**src/rtl/alu8_seq_arb.sv**
```systemverilog
// Two-requester arbitrated ALU. One 4-bit slice processes each operand one nibble
// per cycle, least significant nibble first, and holds the result until it is taken.
module alu8_seq_arb #(
  parameter int NNIB    = 2,
  parameter int PRIO_RR = 1
) (
  input  logic                clk,
  input  logic                reset,
  input  logic                req0_valid,
  input  logic                req1_valid,
  output logic                req0_ready,
  output logic                req1_ready,
  input  logic [2:0]          req0_op,
  input  logic [2:0]          req1_op,
  input  logic [4*NNIB-1:0]   req0_a,
  input  logic [4*NNIB-1:0]   req0_b,
  input  logic [4*NNIB-1:0]   req1_a,
  input  logic [4*NNIB-1:0]   req1_b,
  output logic                rsp_valid,
  input  logic                rsp_ready,
  output logic                rsp_id,
  output logic [4*NNIB-1:0]   rsp_data,
  output logic                rsp_cout,
  output logic                rsp_zero
);
  localparam int W  = 4*NNIB;
  localparam int CW = (NNIB > 1) ? $clog2(NNIB) : 1;

  typedef enum logic [1:0] {IDLE, EXEC, DONE} state_t;
  state_t state, state_nxt;

  logic [2:0]    op_q;
  logic [W-1:0]  a_q, b_q, res_q;
  logic [CW-1:0] cnt_q;
  logic          id_q, carry_q, cout_q, zero_q, last_q;

  logic          gnt0, gnt1, accept, last_nib, arith, cin;
  logic [3:0]    x, y, nib;
  logic [4:0]    sum;
  logic [W+3:0]  shifted;

  // last_q = 1 means req1 was granted last, so req0 wins the next tie
  always_comb begin
    if (PRIO_RR != 0) gnt0 = req0_valid && (!req1_valid || last_q);
    else              gnt0 = req0_valid;
    gnt1 = req1_valid && !gnt0;
  end

  assign req0_ready = (state == IDLE) && !reset && gnt0;
  assign req1_ready = (state == IDLE) && !reset && gnt1;
  assign accept     = req0_ready || req1_ready;
  assign last_nib   = (cnt_q == CW'(NNIB-1));

  always_comb begin
    state_nxt = state;
    case (state)
      IDLE:    if (accept)    state_nxt = EXEC;
      EXEC:    if (last_nib)  state_nxt = DONE;
      DONE:    if (rsp_ready) state_nxt = IDLE;
      default:                state_nxt = IDLE;
    endcase
  end

  // Nibble slice: operands shift right each cycle, result shifts in from the top
  always_comb begin
    arith = op_q inside {3'b001, 3'b010, 3'b011, 3'b100};
    x     = (op_q == 3'b001) ? ~a_q[3:0] : a_q[3:0];
    y     = (op_q == 3'b010) ? b_q[3:0] : (op_q == 3'b100) ? ~b_q[3:0] : 4'h0;
    cin   = (cnt_q == '0) ? (op_q inside {3'b001, 3'b011, 3'b100}) : carry_q;
    sum   = {1'b0, x} + {1'b0, y} + {4'b0, cin};
    case (op_q)
      3'b101:  nib = a_q[3:0] & b_q[3:0];
      3'b110:  nib = a_q[3:0] | b_q[3:0];
      3'b111:  nib = a_q[3:0] ^ b_q[3:0];
      default: nib = sum[3:0];
    endcase
    shifted = {nib, res_q};
  end

  always_ff @(posedge clk or posedge reset) begin
    if (reset) begin
      state   <= IDLE;
      op_q    <= '0;
      a_q     <= '0;
      b_q     <= '0;
      res_q   <= '0;
      cnt_q   <= '0;
      id_q    <= 1'b0;
      carry_q <= 1'b0;
      cout_q  <= 1'b0;
      zero_q  <= 1'b0;
      last_q  <= 1'b1;
    end else begin
      state <= state_nxt;
      if (accept) begin
        op_q    <= gnt0 ? req0_op : req1_op;
        a_q     <= gnt0 ? req0_a  : req1_a;
        b_q     <= gnt0 ? req0_b  : req1_b;
        id_q    <= gnt1;
        last_q  <= gnt1;
        cnt_q   <= '0;
        carry_q <= 1'b0;
      end
      if (state == EXEC) begin
        a_q     <= a_q >> 4;
        b_q     <= b_q >> 4;
        res_q   <= shifted[W+3:4];
        carry_q <= sum[4];
        cnt_q   <= last_nib ? '0 : cnt_q + CW'(1);
        if (last_nib) begin
          cout_q <= arith && sum[4];
          zero_q <= (shifted[W+3:4] == '0);
        end
      end
    end
  end

  assign rsp_valid = (state == DONE);
  assign rsp_id    = id_q;
  assign rsp_data  = res_q;
  assign rsp_cout  = cout_q;
  assign rsp_zero  = zero_q;
endmodule

```
**config.mk**
```make
export PLATFORM = sky130hd
export DESIGN_NAME = alu8_seq_arb
export DESIGN_NICKNAME = d
export VERILOG_FILES = /design/src/rtl/alu8_seq_arb.sv
export SDC_FILE = /design/constraint.sdc
export NUM_CORES = 1
export LEC_CHECK = 0
export ABC_AREA = 1
export CAP_MARGIN = 20
export CORE_AREA = 2 2 72 87
export CTS_CLUSTER_DIAMETER = 60
export DETAILED_ROUTE_END_ITERATION = 7
export DIE_AREA = 0 0 74 89
export GPL_ROUTABILITY_DRIVEN = 0
export GPL_TIMING_DRIVEN = 0
export PLACE_DENSITY = 0.66
export SETUP_SLACK_MARGIN = 0.3
export SLEW_MARGIN = 20
export SYNTH_ARGS = -nofsm -noshare
export SYNTH_HDL_FRONTEND = slang
export SYNTH_SLANG_ARGS = --single-unit
```
**constraint.sdc**
```tcl
create_clock -name clk -period 3.9 [get_ports clk]
set_input_delay 1.17 -clock clk [delete_from_list [all_inputs] [get_ports clk]]
set_output_delay 1.17 -clock clk [all_outputs]
set_load 0.05 [all_outputs]
```
# Yosys cells after proc, flatten, opt, wreduce, memory -nomap -nowiden
# Index checks and enable logic that the tools add are counted.
[totals] ff_bits=35 input_bits=43 output_inout_bits=14 wordCells=69
[classes] addsub=3 n_eq_ne=12 n_mux=20 bitwise=5 n_reduce_logical=18
[ops] operator="8-bit two-way mux" n=6
[ops] operator="3-bit == test (second input constant)" n=4
[ops] operator="4-bit two-way mux" n=3
[ops] operator="4-bit one-hot mux with 3 select lines" n=1
[ops] operator="8-bit logical NOT" n=1
[ops] operator="4-bit inverter" n=2
[ops] operator="3-bit by 2-bit == test with 1-bit output (second input constant)" n=2
[ops] operator="1-bit logical AND" n=6
[ops] operator="2-bit two-way mux" n=3
[ops] operator="2-bit one-hot mux with 3 select lines" n=1
[ops] operator="4-bit by 4-bit adder with 5-bit output" n=1
[ops] operator="5-bit by 1-bit adder with 5-bit output" n=1
[ops] operator="1-bit two-way mux" n=5
[ops] operator="4-bit AND" n=1
[ops] operator="2-bit != test (second input constant)" n=2
[ops] operator="4-bit OR" n=1
[ops] operator="4-bit nonzero test" n=1
[ops] operator="4-bit bitwise XOR" n=1
[ops] operator="3-bit by 1-bit == test with 1-bit output (second input constant)" n=1
[ops] operator="1-bit logical NOT" n=3
[ops] operator="3-bit two-way mux" n=1
[ops] operator="3-bit AND reduction" n=1
[ops] operator="3-bit nonzero test" n=1
[ops] operator="2-bit by 1-bit == test with 1-bit output (second input constant)" n=1
[ops] operator="7 further kinds" n=8

# Depth between registers and ports, before layout
# Gate-level depths: netlist of the first run.
[logic_depth] depth_word=9 mapped_depth=15 depth_no_buf=15

# Worst setup path before layout of the first run
# OpenSTA, ideal clock, no wires.
[synth_path] path_kind="input port to output port" startpoint="input port reset" endpoint="output port req1_ready" t_arrival_ns=2.932 setup_slack_ns=-0.202 path_stages=3 path_buffers=0 cell_sequence="inv_1 > nand2_2 > nor3_2"
[synth_between] elab_chain_len=3
[synth_lines] element="start: declaration" line_no="8" text="input logic reset,"
[synth_lines] element="1-bit logical NOT (no source line)"
[synth_lines] element="1-bit logical AND (2 in series)" line_no="50" text="assign req1_ready = (state == IDLE) && !reset && gnt1;"
[synth_lines] element="end: declaration" line_no="12" text="output logic req1_ready,"
# No other way between the ends.

# Worst setup path after layout of the first run
[layout_path] startpoint="input port reset" endpoint="output port req0_ready"
[layout_between] elab_chain_len=3
[layout_lines] element="1-bit logical NOT (no source line)"
[layout_lines] element="1-bit logical AND (2 in series)" line_no="49" text="assign req0_ready = (state == IDLE) && !reset && gnt0;"
[layout_lines] element="end: declaration" line_no="11" text="output logic req0_ready,"
# No other way between the ends.

==> flow_summary_export.csv, run 1 <==
group,metric,value,unit
setup_path,start_kind,"input port",
setup_path,crit_chain,"clkdlybuf4s50_1 > clkinvlp_4 > nand2_2 > nor2_4 > buf_4",
clock_network,clock_sinks,35,
sta,worst_slew_pin_slew,0.8416,ns
global_route,grt_pass1_wl,9294,um
flow_run,maxCapViolCount,0,
setup_path,cp_top_family,"buffers and inverters",
synthesis,syn_nets,340,
final_layout,fin_cells,433,
synthesis,synth_top_area_cell,"dfrtp_1",
synthesis,synth_area_leaders,"dfrtp_1, nand2_1, ha_1",
synthesis,async_reset_ff_share,100.0,%
die,dieArea,6586,um^2
routing,final_antenna_net_count,0,
routing,post_drt_wl_per_cell,12.84,um
sta,finalHoldViolCount,0,
synthesis,ys_seq_elements,35,
setup_path,cp-end-kind,"output port",
sta,slew_viol_final,0,
setup_path,setup.worst_path.class,"input port to output port",
clock_network,cts_buffers,5,
sta,fin_crit,3.541,ns
synthesis,synth_area,2226,um^2
routing,viasPerCell,4.875,
setup_path,crit_fanout,4,
setup_path,critPathSlowestCell,"clkdlybuf4s50_1",
synthesis,synth_edf_count,0,
global_route,grtUsageTotal,18.49,%
global_route,busiest_layer,"met2",
synthesis,ys.warnings.count,0,
pwr,power.leakage,1.355,nW
final_layout,n_antenna_cell,0,
synthesis,synthTopCellsByCount,"nand2_1, dfrtp_1, inv_1, nor2_1, o21ai_0",
die,core_area,5668,um^2
placement,place_inst,420,
global_route,antenna_found_initial,0,
clock_network,cts-hold-fix-buffers,0,
setup_path,cp_data_arrival_time,2.37,ns
pwr,totalPowerFinal,2.475,mW
synthesis,yosysUniqueCellTypes,31,
synthesis,synth_top_area_share,38.22,%
die,start_util,39.27,%
clock_network,cts_tree,"built",
die,num_io_pins,57,
pwr,ir_drop,314.8,uV
die,die_height,89,um
final_layout,fill_cells,565,
routing,vias,2111,
clock_network,cts-root-buf,"clkbuf_8",
setup_path,cpPeakStageDelay,0.58,ns
synthesis,yosysSeqAreaShare,39.40,%
synthesis,syn_inst,284,
setup_path,critPathBufInv,3,
placement,portBuffers,56,
clock_network,clkLatencyLatePin,0.29,ns
die,die-width,74,um
sta,max_slew_margin,43.59,%
global_route,grt_max_degree,19,
clock_network,htreeDepth,2,
global_route,grt_use_met3,2.818,%
routing,wl,5561,um
global_route,gr-usage-met2,31.98,%
synthesis,syn_area_per_cell,7.838,um^2
routing,drc,0,
final_layout,nNetsFinal,408,
pwr,p_per_area,819.0,nW/um^2
sta,tns,0,ns
setup_path,required,2.73,ns
sta,setup_viol,0,
sta,rsz0062_at_grt,"no",
final_layout,syn_to_final_growth,35.75,%
routing,drtIter0Drc,112,
sta,skew,0.009135,ns
clock_network,clockBufferDepth,2,
die,fp-row-count,30,
synthesis,synth_top_flop_cell,"dfrtp_1",
sta,max_freq,282.4,MHz
hold_path,holdCritPathClass,"register to register",
synthesis,synth.most_common_cell,"nand2_1",
global_route,grtUsageMet1,22.32,%
global_route,grt_remaining_overflow,0,
final_layout,final_layout_size_suffix_gt1_share,13.03,%
sta,finalCritPeriodShare,90.80,%
run_status,status,"complete, no violations",
placement,dp_hpwl,4307,um
clock_network,path_clk_slew,0.07,ns
routing,drt-pass1-iter-count,4,
global_route,first_global_vias,2068,
state kept, by name, indices dropped and copies added, names as in the netlist:
signal and count:
a_q 8, b_q 8, carry_q 1, cnt_q 1, last_q 1, op_q 3, rsp_cout 1, rsp_data 8
rsp_id 1, rsp_zero 1, state 2
layout by cell type, fill, tap and decap left out, types with 11 or more instances in the layout:
cell,count
inv_1,31
clkdlybuf4s50_1,54
nand2_1,54
o21ai_0,24
dfrtp_1,34
nor2_1,28
ha_1,11
o211ai_1,16
nand4_1,14
layout make-up:
class	count	area, um^2	area share [%]
Clock buffer	6	72.57	2.402
Timing Repair inverter	1	5.005	0.1656
Timing Repair Buffer	60	589.3	19.50
Buffer	13	72.57	2.402
Sequential cell	35	877.1	29.03
Multi-Input combinational cell	200	1151	38.10
Inverter	36	141.4	4.679
Tap cell	80	100.1	3.313
Clock inverter	2	12.51	0.4141
per-layer routing:
layer	up-vias	wire length, um
met5	-	0
met2	59	2898
met3	8	232
met4	0	144
met1	969	2286
li1	1075	-
worst register-to-register path, stage by stage, from the launching register on:
cell	delay, ns
dfrtp_1	0.44
o21ai_0	0.43
o21ai_0	0.20
o21ai_0	0.22
fa_1	0.25
inv_1	0.07
fa_1	0.48
inv_1	0.04
nand2_1	0.05
nand4_1	0.15
nor2_1	0.15
nand3_1	0.08
nand2_1	0.06
repair_timing:
action / 4_1_cts / 5_1_grt
pin swaps: 2 / 1
gates cloned: 1 / 0
gates resized for setup: 16 / 0
setup endpoints to repair: 2 / 1
buffers inserted: 4 / 0
logic make-up after synthesis:
group,Yosys count,synth area share (%)
compound gates,62,16.70
simple gates,121,25.18
flops,35,39.40
buf+inv,49,9.163
fa+ha+maj,13,7.982
xor+xnor,4,1.574
where the power goes:
group | switching (mW) | internal (mW) | total, mW
Clock | 0.130 | 0.125 | 0.254
Combinational | 1.02 | 0.560 | 1.58
Sequential | 0.107 | 0.537 | 0.644
path summary, 6_finish.rpt:
path / start / to / slack [ns] / depth (start not counted)
max: reset / req0_ready / 0.36 / 5
min: rsp_id$_DFFE_PP0P_ / rsp_id$_DFFE_PP0P_ / 0.47 / 2
max reg2reg: op_q[0]$_DFFE_PP0P_ / rsp_zero$_DFFE_PP0P_ / 1.23 / 12
min reg2reg: rsp_id$_DFFE_PP0P_ / rsp_id$_DFFE_PP0P_ / 0.47 / 2
max in group asynchronous: reset / b_q[1]$_DFFE_PP0P_ / 2.02 / 2
min in group asynchronous: reset / rsp_data[6]$_DFFE_PP0P_ / 1.43 / 3
stage by stage:
step                worst slack [ns]  util [%]  area, um^2  hold slack, ns
floorplan                     0.4297         -        2236          0.4417
global placement             -0.8798     51.10        2897          0.4634
detailed placement           -0.9254     51.10        2897          0.4652
CTS                           0.3066     53.31        3022          0.4769
global route                  0.3043     53.31        3022          0.5069
finish                        0.3587     53.31        3022          0.4697
Note: power is estimated with default switching activity, not from simulation.
==> run 2: changes to the inputs <==
==> constraint.sdc (replaced) <==
create_clock -name clk -period 3.3 [get_ports clk]
set_input_delay 0.33 -clock clk [delete_from_list [all_inputs] [get_ports clk]]
set_output_delay 0.33 -clock clk [all_outputs]
set_load 0.05 [all_outputs]
==> run 2 against run 1 <==
Net effect:
- worst hold slack lost 0.066 ns
- clock power grew 20%
- sequential cell count is the same
- combinational power grew 16%
- largest cell class unchanged
==> flow_summary_export.csv, run 2 (synthesis results as in run 1) <==
group,metric,value,unit
sta,worst_slew_pin_slew,0.4962,ns
global_route,antenna_found_initial,0,
placement,dpl_cell_area,2887,um^2
die,num_io_pins,57,
setup_path,cp-end-kind,"output port",
sta,slew_viol_final,0,
final_layout,nNetsFinal,403,
flow_run,maxCapViolCount,0,
setup_path,cp_data_arrival_time,2.42,ns
final_layout,multiInputGateArea,1145,um^2
placement,portBuffers,56,
sta,rsz0062_at_grt,"no",
sta,finalCritPeriodShare,83.42,%
routing,drt-pass1-iter-count,4,
final_layout,regArea,877.1,um^2
routing,drc,0,
routing,viasPerCell,4.879,
final_layout,n_antenna_cell,0,
global_route,grtUsageTotal,18.56,%
pwr,p_per_area,978.9,nW/um^2
sta,fin_crit,2.753,ns
pwr,power.leakage,1.332,nW
final_layout,fin_cells,428,
die,start_util,39.27,%
setup_path,setup.worst_path.class,"input port to output port",
pwr,clockPowerShare,10.4,%
pwr,seq_power_share,26.3,%
final_layout,syn_to_final_growth,33.61,%
clock_network,cts_buffers,5,
setup_path,crit_chain,"clkdlybuf4s50_1 > inv_4 > nand2_2 > nor3_2 > clkdlybuf4s50_1",
routing,wl,5396,um
clock_network,clockBufferDepth,2,
pwr,combPwrFrac,63.2,%
sta,max_slew_margin,66.82,%
final_layout,final_cell_area,2974,um^2
final_layout,final_layout_size_suffix_gt1_share,10.92,%
sta,max_freq,363.3,MHz
routing,final_antenna_net_count,0,
hold_path,holdCritPathClass,"input port to asynchronous set/reset pin",
sta,setup_viol,0,
die,die-width,74,um
placement,place_inst,420,
sta,tns,0,ns
die,core_area,5668,um^2
run_status,status,"complete, no violations",
global_route,grt_max_degree,37,
final_layout,fill_cells,573,
global_route,grt_pass1_wl,9404,um
die,die_height,89,um
clock_network,clkLatencyLatePin,0.29,ns
clock_network,clock_sinks,35,
setup_path,reg2reg_slack,0.56,ns
clock_network,cts_tree,"built",
final_layout,mostFrequentLayoutCells,"clkdlybuf4s50_1, nand2_1, dfrtp_1",
pwr,ir_drop,362.6,uV
pwr,totalPowerFinal,2.911,mW
setup_path,cp_common_cell,"clkdlybuf4s50_1",
pwr,p_switching,1.477,mW
sta,skew,0.01211,ns
global_route,grt_remaining_overflow,0,
global_route,first_global_vias,2165,
clock_network,htreeDepth,2,
setup_path,required,2.97,ns
setup_path,cpPeakStageDelay,0.84,ns
setup_path,crit_fanout,36,
sta,worst_hold_slack,0.4037,ns
routing,post_drt_wl_per_cell,12.61,um
pwr,power.internal,1.435,mW
sta,finalHoldViolCount,0,
routing,vias,2088,
final_layout,layout_commonest_cell,"clkdlybuf4s50_1",
clock_network,post_cts_buffers,0,
setup_path,start_kind,"input port",
clock_network,cts-hold-fix-buffers,0,
setup_path,critPathSlowestCell,"clkdlybuf4s50_1",
clock_network,cts-root-buf,"clkbuf_8",
clock_network,path_clk_slew,0.08,ns
die,dieArea,6586,um^2
die,fp-row-count,30,
placement,dp_hpwl,4328,um
routing,drtIter0Drc,105,
pwr,p_sw_share,50.72,%
==> run 2: through the flow <==
step	utilization, %	worst slack [ns]
3_3_place_gp	50.93	-0.2373
4_1_cts	52.47	0.4777
2_1_floorplan	-	0.8785
5_1_grt	52.47	0.3544
3_5_place_dp	50.93	0.2401
6_report	52.47	0.5472
==> run 2: worst paths after layout <==
kind | start | end | cells past startpoint
worst max-delay path | reset | req1_ready | 5
worst min-delay path | reset | state[1]$_DFFE_PP0P_ | 2
worst max register to register | op_q[0]$_DFFE_PP0P_ | rsp_zero$_DFFE_PP0P_ | 12
max in group asynchronous | reset | last_q$_DFFE_PP1P_ | 2
min in group clk | carry_q$_DFFE_PP0P_ | carry_q$_DFFE_PP0P_ | 2
worst min register to register | carry_q$_DFFE_PP0P_ | carry_q$_DFFE_PP0P_ | 2
==> run 2: final cells by class <==
cell class	instances	share of cell area, %
multi-input combinational	200	38.49
sequential	35	29.49
timing repair buffer	56	18.85
inverter	36	4.712
tap	80	3.366
clock buffer	6	2.440
buffer	13	2.230
clock inverter	2	0.4207
==> run 2: layer usage <==
metal  global-route usage [%]  vias to the layer above  share of wire, %
met4                    6.446                        0               1.5
met3                    2.818                        6               3.5
met2                    34.66                       52                53
met1                    21.25                      964                42
li1                         -                     1066                 -
met5                        0                        -                 0
==> run 2: worst max-delay path: cells and delay by family <==
family / cells / cell delay, ns
buffers and inverters: 3 / 1.64
and+or+nand+nor: 2 / 0.44
==> run 2: timing repair <==
| item | 4_1_cts | 5_1_grt |
|---|---|---|
| hold endpoints to repair | 0 | 0 |
| gates resized for setup | 1 | 0 |
| endpoints found under the setup margin | 1 | 0 |
==> run 2: power by group through the flow <==
| stage | sequential [mW] | clock, mW | combinational [mW] |
|---|---|---|---|
| floorplan | 0.942 | 0 | 1.15 |
| global placement | 0.763 | 0 | 1.80 |
| detailed placement | 0.774 | 0 | 1.85 |
| CTS | 0.767 | 0.314 | 1.86 |
| global route | 0.793 | 0.326 | 2.09 |
| finish | 0.766 | 0.304 | 1.84 |
